===== src/rtl/io_stream_bridge_pkg.sv =====
// Shared constants and types for the memory-mapped I/O stream bridge.
package io_pkg;

   localparam logic [31:0] IO_ADDR   = 32'hFFFF_FFFF;
   localparam int          IO_DATA_W = 32;
   localparam int          IO_DEPTH  = 4;
   localparam int          IO_CNT_W  = $clog2(IO_DEPTH) + 1;

   typedef struct packed {
      logic                full;
      logic                empty;
      logic [IO_CNT_W-1:0] count;
   } io_fifo_status_t;

endpackage


===== src/rtl/io_stream_bridge_if.sv =====
// Core-side I/O strobes plus the TX/RX valid/ready streams of the bridge.
interface io_stream_bridge_if #(
   parameter int DATA_W = 32,
   parameter int DEPTH  = 4
) ();

   localparam int LVL_W = $clog2(DEPTH) + 1;

   logic              io_write_en;
   logic [DATA_W-1:0] io_data_out;
   logic              io_read_en;
   logic [DATA_W-1:0] io_rdata;
   logic              io_busy;
   logic [DATA_W-1:0] tx_data;
   logic              tx_valid;
   logic              tx_ready;
   logic [DATA_W-1:0] rx_data;
   logic              rx_valid;
   logic              rx_ready;
   logic [LVL_W-1:0]  tx_level;
   logic [LVL_W-1:0]  rx_level;

   modport slave (
      input  io_write_en, io_data_out, io_read_en, tx_ready, rx_data, rx_valid,
      output io_rdata, io_busy, tx_data, tx_valid, rx_ready, tx_level, rx_level
   );

   modport master (
      output io_write_en, io_data_out, io_read_en, tx_ready, rx_data, rx_valid,
      input  io_rdata, io_busy, tx_data, tx_valid, rx_ready, tx_level, rx_level
   );

endinterface


===== src/rtl/io_sync_fifo.sv =====
// Synchronous show-ahead FIFO; head reads as zero while empty.
module io_sync_fifo
   import io_pkg::*;
#(
   parameter int DATA_W = IO_DATA_W,
   parameter int DEPTH  = IO_DEPTH
) (
   input  logic            clk,
   input  logic            reset_n,
   input  logic            push,
   input  logic [DATA_W-1:0] wr_data,
   input  logic            pop,
   output logic [DATA_W-1:0] rd_data,
   output io_fifo_status_t status
);

   localparam int AW = $clog2(DEPTH);
   localparam int CW = AW + 1;

   logic [DATA_W-1:0] mem_q [DEPTH];
   logic [DATA_W-1:0] mem_d [DEPTH];
   logic [AW-1:0]     wr_ptr_q, wr_ptr_d;
   logic [AW-1:0]     rd_ptr_q, rd_ptr_d;
   logic [CW-1:0]     count_q, count_d;
   logic              full, empty, do_push, do_pop;

   always_comb begin
      full     = (count_q == CW'(DEPTH));
      empty    = (count_q == '0);
      do_push  = push && !full;
      do_pop   = pop && !empty;
      mem_d    = mem_q;
      wr_ptr_d = wr_ptr_q;
      rd_ptr_d = rd_ptr_q;
      count_d  = count_q;
      if (do_push) begin
         mem_d[wr_ptr_q] = wr_data;
         wr_ptr_d        = wr_ptr_q + AW'(1);
      end
      if (do_pop) begin
         rd_ptr_d = rd_ptr_q + AW'(1);
      end
      case ({do_push, do_pop})
         2'b10:   count_d = count_q + CW'(1);
         2'b01:   count_d = count_q - CW'(1);
         default: count_d = count_q;
      endcase
   end

   always_comb begin
      rd_data      = empty ? '0 : mem_q[rd_ptr_q];
      status.full  = full;
      status.empty = empty;
      status.count = IO_CNT_W'(count_q);
   end

   always_ff @(posedge clk or negedge reset_n) begin
      if (!reset_n) begin
         for (int i = 0; i < DEPTH; i++) mem_q[i] <= '0;
         wr_ptr_q <= '0;
         rd_ptr_q <= '0;
         count_q  <= '0;
      end else begin
         mem_q    <= mem_d;
         wr_ptr_q <= wr_ptr_d;
         rd_ptr_q <= rd_ptr_d;
         count_q  <= count_d;
      end
   end

endmodule


===== src/rtl/io_stream_bridge.sv =====
// I/O endpoint: core writes drain to the TX stream, the RX stream feeds core reads.
module io_stream_bridge
   import io_pkg::*;
#(
   parameter int DATA_W = IO_DATA_W,
   parameter int DEPTH  = IO_DEPTH
) (
   input logic              clk,
   input logic              reset_n,
   io_stream_bridge_if.slave bus
);

   localparam int LVL_W = $clog2(DEPTH) + 1;

   io_fifo_status_t   tx_st, rx_st;
   logic [DATA_W-1:0] tx_head, rx_head;
   logic              tx_push, tx_pop, rx_push, rx_pop;

   // A full TX refuses the write even if it drains this cycle; io_busy makes the core retry.
   always_comb begin
      tx_push = bus.io_write_en && !tx_st.full;
      tx_pop  = !tx_st.empty && bus.tx_ready;
      rx_push = bus.rx_valid && !rx_st.full;
      rx_pop  = bus.io_read_en && !rx_st.empty;
   end

   io_sync_fifo #(.DATA_W(DATA_W), .DEPTH(DEPTH)) u_tx_fifo (
      .clk     (clk),
      .reset_n (reset_n),
      .push    (tx_push),
      .wr_data (bus.io_data_out),
      .pop     (tx_pop),
      .rd_data (tx_head),
      .status  (tx_st)
   );

   io_sync_fifo #(.DATA_W(DATA_W), .DEPTH(DEPTH)) u_rx_fifo (
      .clk     (clk),
      .reset_n (reset_n),
      .push    (rx_push),
      .wr_data (bus.rx_data),
      .pop     (rx_pop),
      .rd_data (rx_head),
      .status  (rx_st)
   );

   assign bus.tx_valid = !tx_st.empty;
   assign bus.tx_data  = tx_head;
   assign bus.rx_ready = !rx_st.full;
   assign bus.io_rdata = rx_head;
   assign bus.io_busy  = (bus.io_write_en && tx_st.full) || (bus.io_read_en && rx_st.empty);
   assign bus.tx_level = LVL_W'(tx_st.count);
   assign bus.rx_level = LVL_W'(rx_st.count);

endmodule


===== src/flat_wrapper.sv =====
// flat-port wrapper written by rule: the top's interface ports become plain ports
module io_stream_bridge_flat import io_pkg::*;
#(
   parameter int DATA_W = IO_DATA_W,
   parameter int DEPTH  = IO_DEPTH
)
  (clk, reset_n, bus_io_write_en, bus_io_data_out, bus_io_read_en, bus_tx_ready, bus_rx_data, bus_rx_valid, bus_io_rdata, bus_io_busy, bus_tx_data, bus_tx_valid, bus_rx_ready, bus_tx_level, bus_rx_level);
  io_stream_bridge_if #(.DATA_W(DATA_W), .DEPTH(DEPTH)) bus_i ();
  input logic clk;
  input logic reset_n;
  input wire logic [$bits(bus_i.io_write_en)-1:0] bus_io_write_en;
  input wire logic [$bits(bus_i.io_data_out)-1:0] bus_io_data_out;
  input wire logic [$bits(bus_i.io_read_en)-1:0] bus_io_read_en;
  input wire logic [$bits(bus_i.tx_ready)-1:0] bus_tx_ready;
  input wire logic [$bits(bus_i.rx_data)-1:0] bus_rx_data;
  input wire logic [$bits(bus_i.rx_valid)-1:0] bus_rx_valid;
  output wire logic [$bits(bus_i.io_rdata)-1:0] bus_io_rdata;
  output wire logic [$bits(bus_i.io_busy)-1:0] bus_io_busy;
  output wire logic [$bits(bus_i.tx_data)-1:0] bus_tx_data;
  output wire logic [$bits(bus_i.tx_valid)-1:0] bus_tx_valid;
  output wire logic [$bits(bus_i.rx_ready)-1:0] bus_rx_ready;
  output wire logic [$bits(bus_i.tx_level)-1:0] bus_tx_level;
  output wire logic [$bits(bus_i.rx_level)-1:0] bus_rx_level;
  assign bus_i.io_write_en = bus_io_write_en;
  assign bus_i.io_data_out = bus_io_data_out;
  assign bus_i.io_read_en = bus_io_read_en;
  assign bus_i.tx_ready = bus_tx_ready;
  assign bus_i.rx_data = bus_rx_data;
  assign bus_i.rx_valid = bus_rx_valid;
  assign bus_io_rdata = bus_i.io_rdata;
  assign bus_io_busy = bus_i.io_busy;
  assign bus_tx_data = bus_i.tx_data;
  assign bus_tx_valid = bus_i.tx_valid;
  assign bus_rx_ready = bus_i.rx_ready;
  assign bus_tx_level = bus_i.tx_level;
  assign bus_rx_level = bus_i.rx_level;
  io_stream_bridge #(.DATA_W(DATA_W), .DEPTH(DEPTH)) u_core (.clk(clk), .reset_n(reset_n), .bus(bus_i));
endmodule

===== config.mk =====
export PLATFORM = sky130hd
export DESIGN_NAME = io_stream_bridge_flat
export DESIGN_NICKNAME = d
export VERILOG_FILES = /design/src/rtl/io_stream_bridge_pkg.sv /design/src/rtl/io_stream_bridge_if.sv /design/src/rtl/io_sync_fifo.sv /design/src/rtl/io_stream_bridge.sv /design/src/flat_wrapper.sv
export SDC_FILE = /design/constraint.sdc
export NUM_CORES = 1
export LEC_CHECK = 0
export CAP_MARGIN = 15
export CORE_UTILIZATION = 27
export DETAILED_ROUTE_END_ITERATION = 6
export GPL_ROUTABILITY_DRIVEN = 1
export GPL_TIMING_DRIVEN = 0
export PLACE_DENSITY = 0.55
export SKIP_CTS_REPAIR_TIMING = 1
export SYNTH_ARGS = -nofsm -noshare
export SYNTH_HDL_FRONTEND = slang
export SYNTH_SLANG_ARGS = --single-unit

===== constraint.sdc =====
create_clock -name clk -period 6.2 [get_ports clk]
set_clock_uncertainty 0.05 [all_clocks]
set_input_delay 0.62 -clock clk [delete_from_list [all_inputs] [get_ports clk]]
set_output_delay 0.62 -clock clk [all_outputs]
set_load 0.05 [all_outputs]

==> results of run 1 <==
==> worst reg2reg max path: stages (launching register included) <==
cell and delay, ps:
dfrtp_1 440, nor3b_1 800, nand2b_1 280, ha_1 200, inv_1 60, fa_1 370, xor2_1 150, nor2_1 110
xor2_1 140
==> final cells by class <==
class	count	area, µm²
fillers	4532	30600
flip-flops and latches	270	6760
multi-input cells	439	5640
repair buffers	146	1500
clock buffers	54	1040
well taps	607	759
plain buffers	52	453
clock inverters	5	81.3
inverters	10	37.5
diodes	1	2.50
==> metrics by stage <==
stage | utilization | setup slack [ps]
after detailed placement | 0.323 | 2630
after CTS | 0.347 | 2030
after global placement | 0.322 | -7680
final | 0.347 | 2190
after floorplan | - | 3390
after global routing | 0.347 | 1900
==> cells in the final DEF (no fill, tap or decap), types with 12 or more instances in the layout <==
cell type,instances
and2_1,33
buf_12,12
buf_2,21
clkbuf_1,27
clkbuf_16,37
clkdlybuf4s50_1,141
dfrtp_1,270
mux2_2,138
mux2_4,120
mux4_2,64
nor2b_1,33
==> flip-flops by register name (all words and copies together), names as in the netlist <==
name	flops
u_core.u_rx_fifo.count_q	3
u_core.u_tx_fifo.count_q	3
u_core.u_rx_fifo.mem_q	128
u_core.u_tx_fifo.wr_ptr_q	2
u_core.u_rx_fifo.rd_ptr_q	2
u_core.u_tx_fifo.mem_q	128
u_core.u_tx_fifo.rd_ptr_q	2
u_core.u_rx_fifo.wr_ptr_q	2
==> final timing paths <==
path	to	slack (ps)	depth (start not counted)
worst max-delay path	bus_io_busy	2190	5
worst min-delay path	u_core.u_tx_fifo.mem_q[45]	450	1
worst max register to register	u_core.u_tx_fifo.count_q[2]	3530	8
worst min register to register	u_core.u_tx_fifo.mem_q[45]	450	1
max in group asynchronous	u_core.u_rx_fifo.mem_q[37]	4630	3
min in group asynchronous	u_core.u_tx_fifo.mem_q[104]	540	2
==> kinds of logic (layout without fill, tap and decap cells) <==
kind of cell	after synthesis	count (layout)	synth area share
adder cells (fa/ha/maj)	12	12	0.0128
AND/OR/NAND/NOR	90	90	0.0426
buffers and inverters	62	267	0.0381
multiplexers	323	323	0.373
other	0	1	0
AO/OA/AOI/OAI	2	2	0.00107
flip-flops	270	270	0.524
XOR/XNOR	12	12	0.00816
==> metal layers <==
layer | routed length (µm) | part of all wire | global-route usage | vias to the layer above
met4 | 679 | 0.023 | 0.0405 | 2
met2 | 13600 | 0.46 | 0.199 | 148
li1 | - | - | - | 3141
met3 | 1910 | 0.064 | 0.0352 | 48
met1 | 13700 | 0.46 | 0.174 | 3696
met5 | 17 | 0.00057 | 0 | -
==> results.tsv, run 1 <==
stage	metric	value	unit
outcome	status	finished, violations left	
outcome	failing checks	design-rule violations	
finish	Non-Filler Instances	1584	
finish	post-route cell area	16300	µm²
floorplanning	Die ar.	48600	µm²
yosys	Yosys reg bits	270	
route	initial DRC count	298	
cts	clk slew on worst S/H paths	50	ps
yosys	Mapped Cells	771	
worst_hold_path	Min-Delay Startpoint	u_core.u_tx_fifo.mem_q[45]	
cts	CTS Buf Count	35	
finish	Area growth syn-to-layout	26.2	%
floorplanning	# IOs	143	
route	vias per inst	4.44	
placed_design	HPWL after detailed placement	19700	µm
sta	worst hold slack	450	ps
floorplanning	die width	220	µm
critical_path	FF-to-FF Start	u_core.u_tx_fifo.count_q[0]	
route	Post-Route WL	30000	µm
yosys	mean post-synth cell area	16.7	µm²
critical_path	Critical Path Start Type	flop	
cts	clock buffer depth	3	
critical_path	CP Launch Point	u_core.u_rx_fifo.count_q[0]	
yosys	most common cell in the netlist	dfrtp_1	
sta	setup_tns	0	ps
sta	Tcrit/Tclk final	0.647	
route	ANT nets after route	0	
yosys	Synth top area share	0.524	
sta	Slew @ Worst Pin	955	ps
yosys	Synth async-reset ratio	1.00	
critical_path	Worst path max stage delay	860	ps
floorplanning	core area	46900	µm²
sta	Slew Viols, Final	0	
cts	clk root buf	clkbuf_16	
critical_path	Worst setup EP type	output port	
critical_path	crit path cell chain	nor3_1 > buf_2 > clkbuf_1 > a22o_1 > clkdlybuf4s50_1	
yosys	post-synth net total	853	
critical_path	critical path class	flop to output port	
sta	f_max	0.249	GHz
placed_design	RD Place Congestion	0.700	
grt	first-pass GRT wire length	47500	µm
sta	Setup violations, final	0	
grt	largest net degree at the start of global routing	115	
critical_path	slowest cell on the critical path	clkdlybuf4s50_1	
critical_path	maximum fanout along the worst path	10	
yosys	number of synthesized flops with an enable pin	0	
placed_design	DP Area	15100	µm²
grt	vias in the first global route	7865	
sta	min cycle time layout	4010	ps
grt	GR Util All Layers	0.128	
cts	worst skew pair latency	530	ps
placed_design	placed cells	1523	
finish	share of layout cells above drive strength 1	0.424	
placed_design	Port Buffers	142	
worst_hold_path	HP Class	flop to flop	
floorplanning	Die Ht	220	µm
route	routed wire length per instance	18.9	µm
cts	CTS sink cnt	270	
critical_path	CP top delay family	buffers and inverters	
yosys	Post-synth top flop	dfrtp_1	
cts	CTS tree	done	
grt	initial antenna violation count	1	
yosys	Netlist Area Pre-Place	12900	µm²
critical_path	worst path required time	5530	ps
critical_path	worst path bufs/invs	3	
route	via count	7035	
route	Pre-antenna DRT Iters	6	
yosys	Synth area leader	dfrtp_1	
sta	Hold Fails Final Rpt	0	
finish	Nets	1036	
yosys	Ys Warns	0	
sta	RSZ-0062 raised after global routing	no	
yosys	Synth area leaders	dfrtp_1, mux2_4, mux2_2	
yosys	synth cell count leaders	dfrtp_1, mux2_2, mux2_4, mux4_2	
route	Residual DRC	20	
floorplanning	initial core utilization	0.275	
critical_path	CP Data Arrival Time	3340	ps
cts	H-Tree Depth	2	
job	max-cap violations	0	
yosys	sequential fraction of the synthesis area	0.524	
sta	relative slew slack	0.362	
yosys	Synth cell types	27	
floorplanning	row cnt	79	
grt	total grt overflow	0	
Power of run 1 is not shown: default switching activity piles up to over one toggle a cycle in this logic, so the estimate is an artifact.
==> run 2, diff against run 1 <==
Clock period 6.2 ns to 4.2 ns, I/O delays scaled along.
==> results of run 2 <==
The final DEF is identical to that of run 1. Status: finished, violations left: design-rule violations.
Main changes from that run: setup slack after placement 2630 ps -> 833 ps; setup slack after layout 2190 ps -> 392 ps; hold slack 450 ps -> 342 ps; register-to-register setup slack 3530 ps -> 1530 ps
Power of run 2 is left out for the same reason.
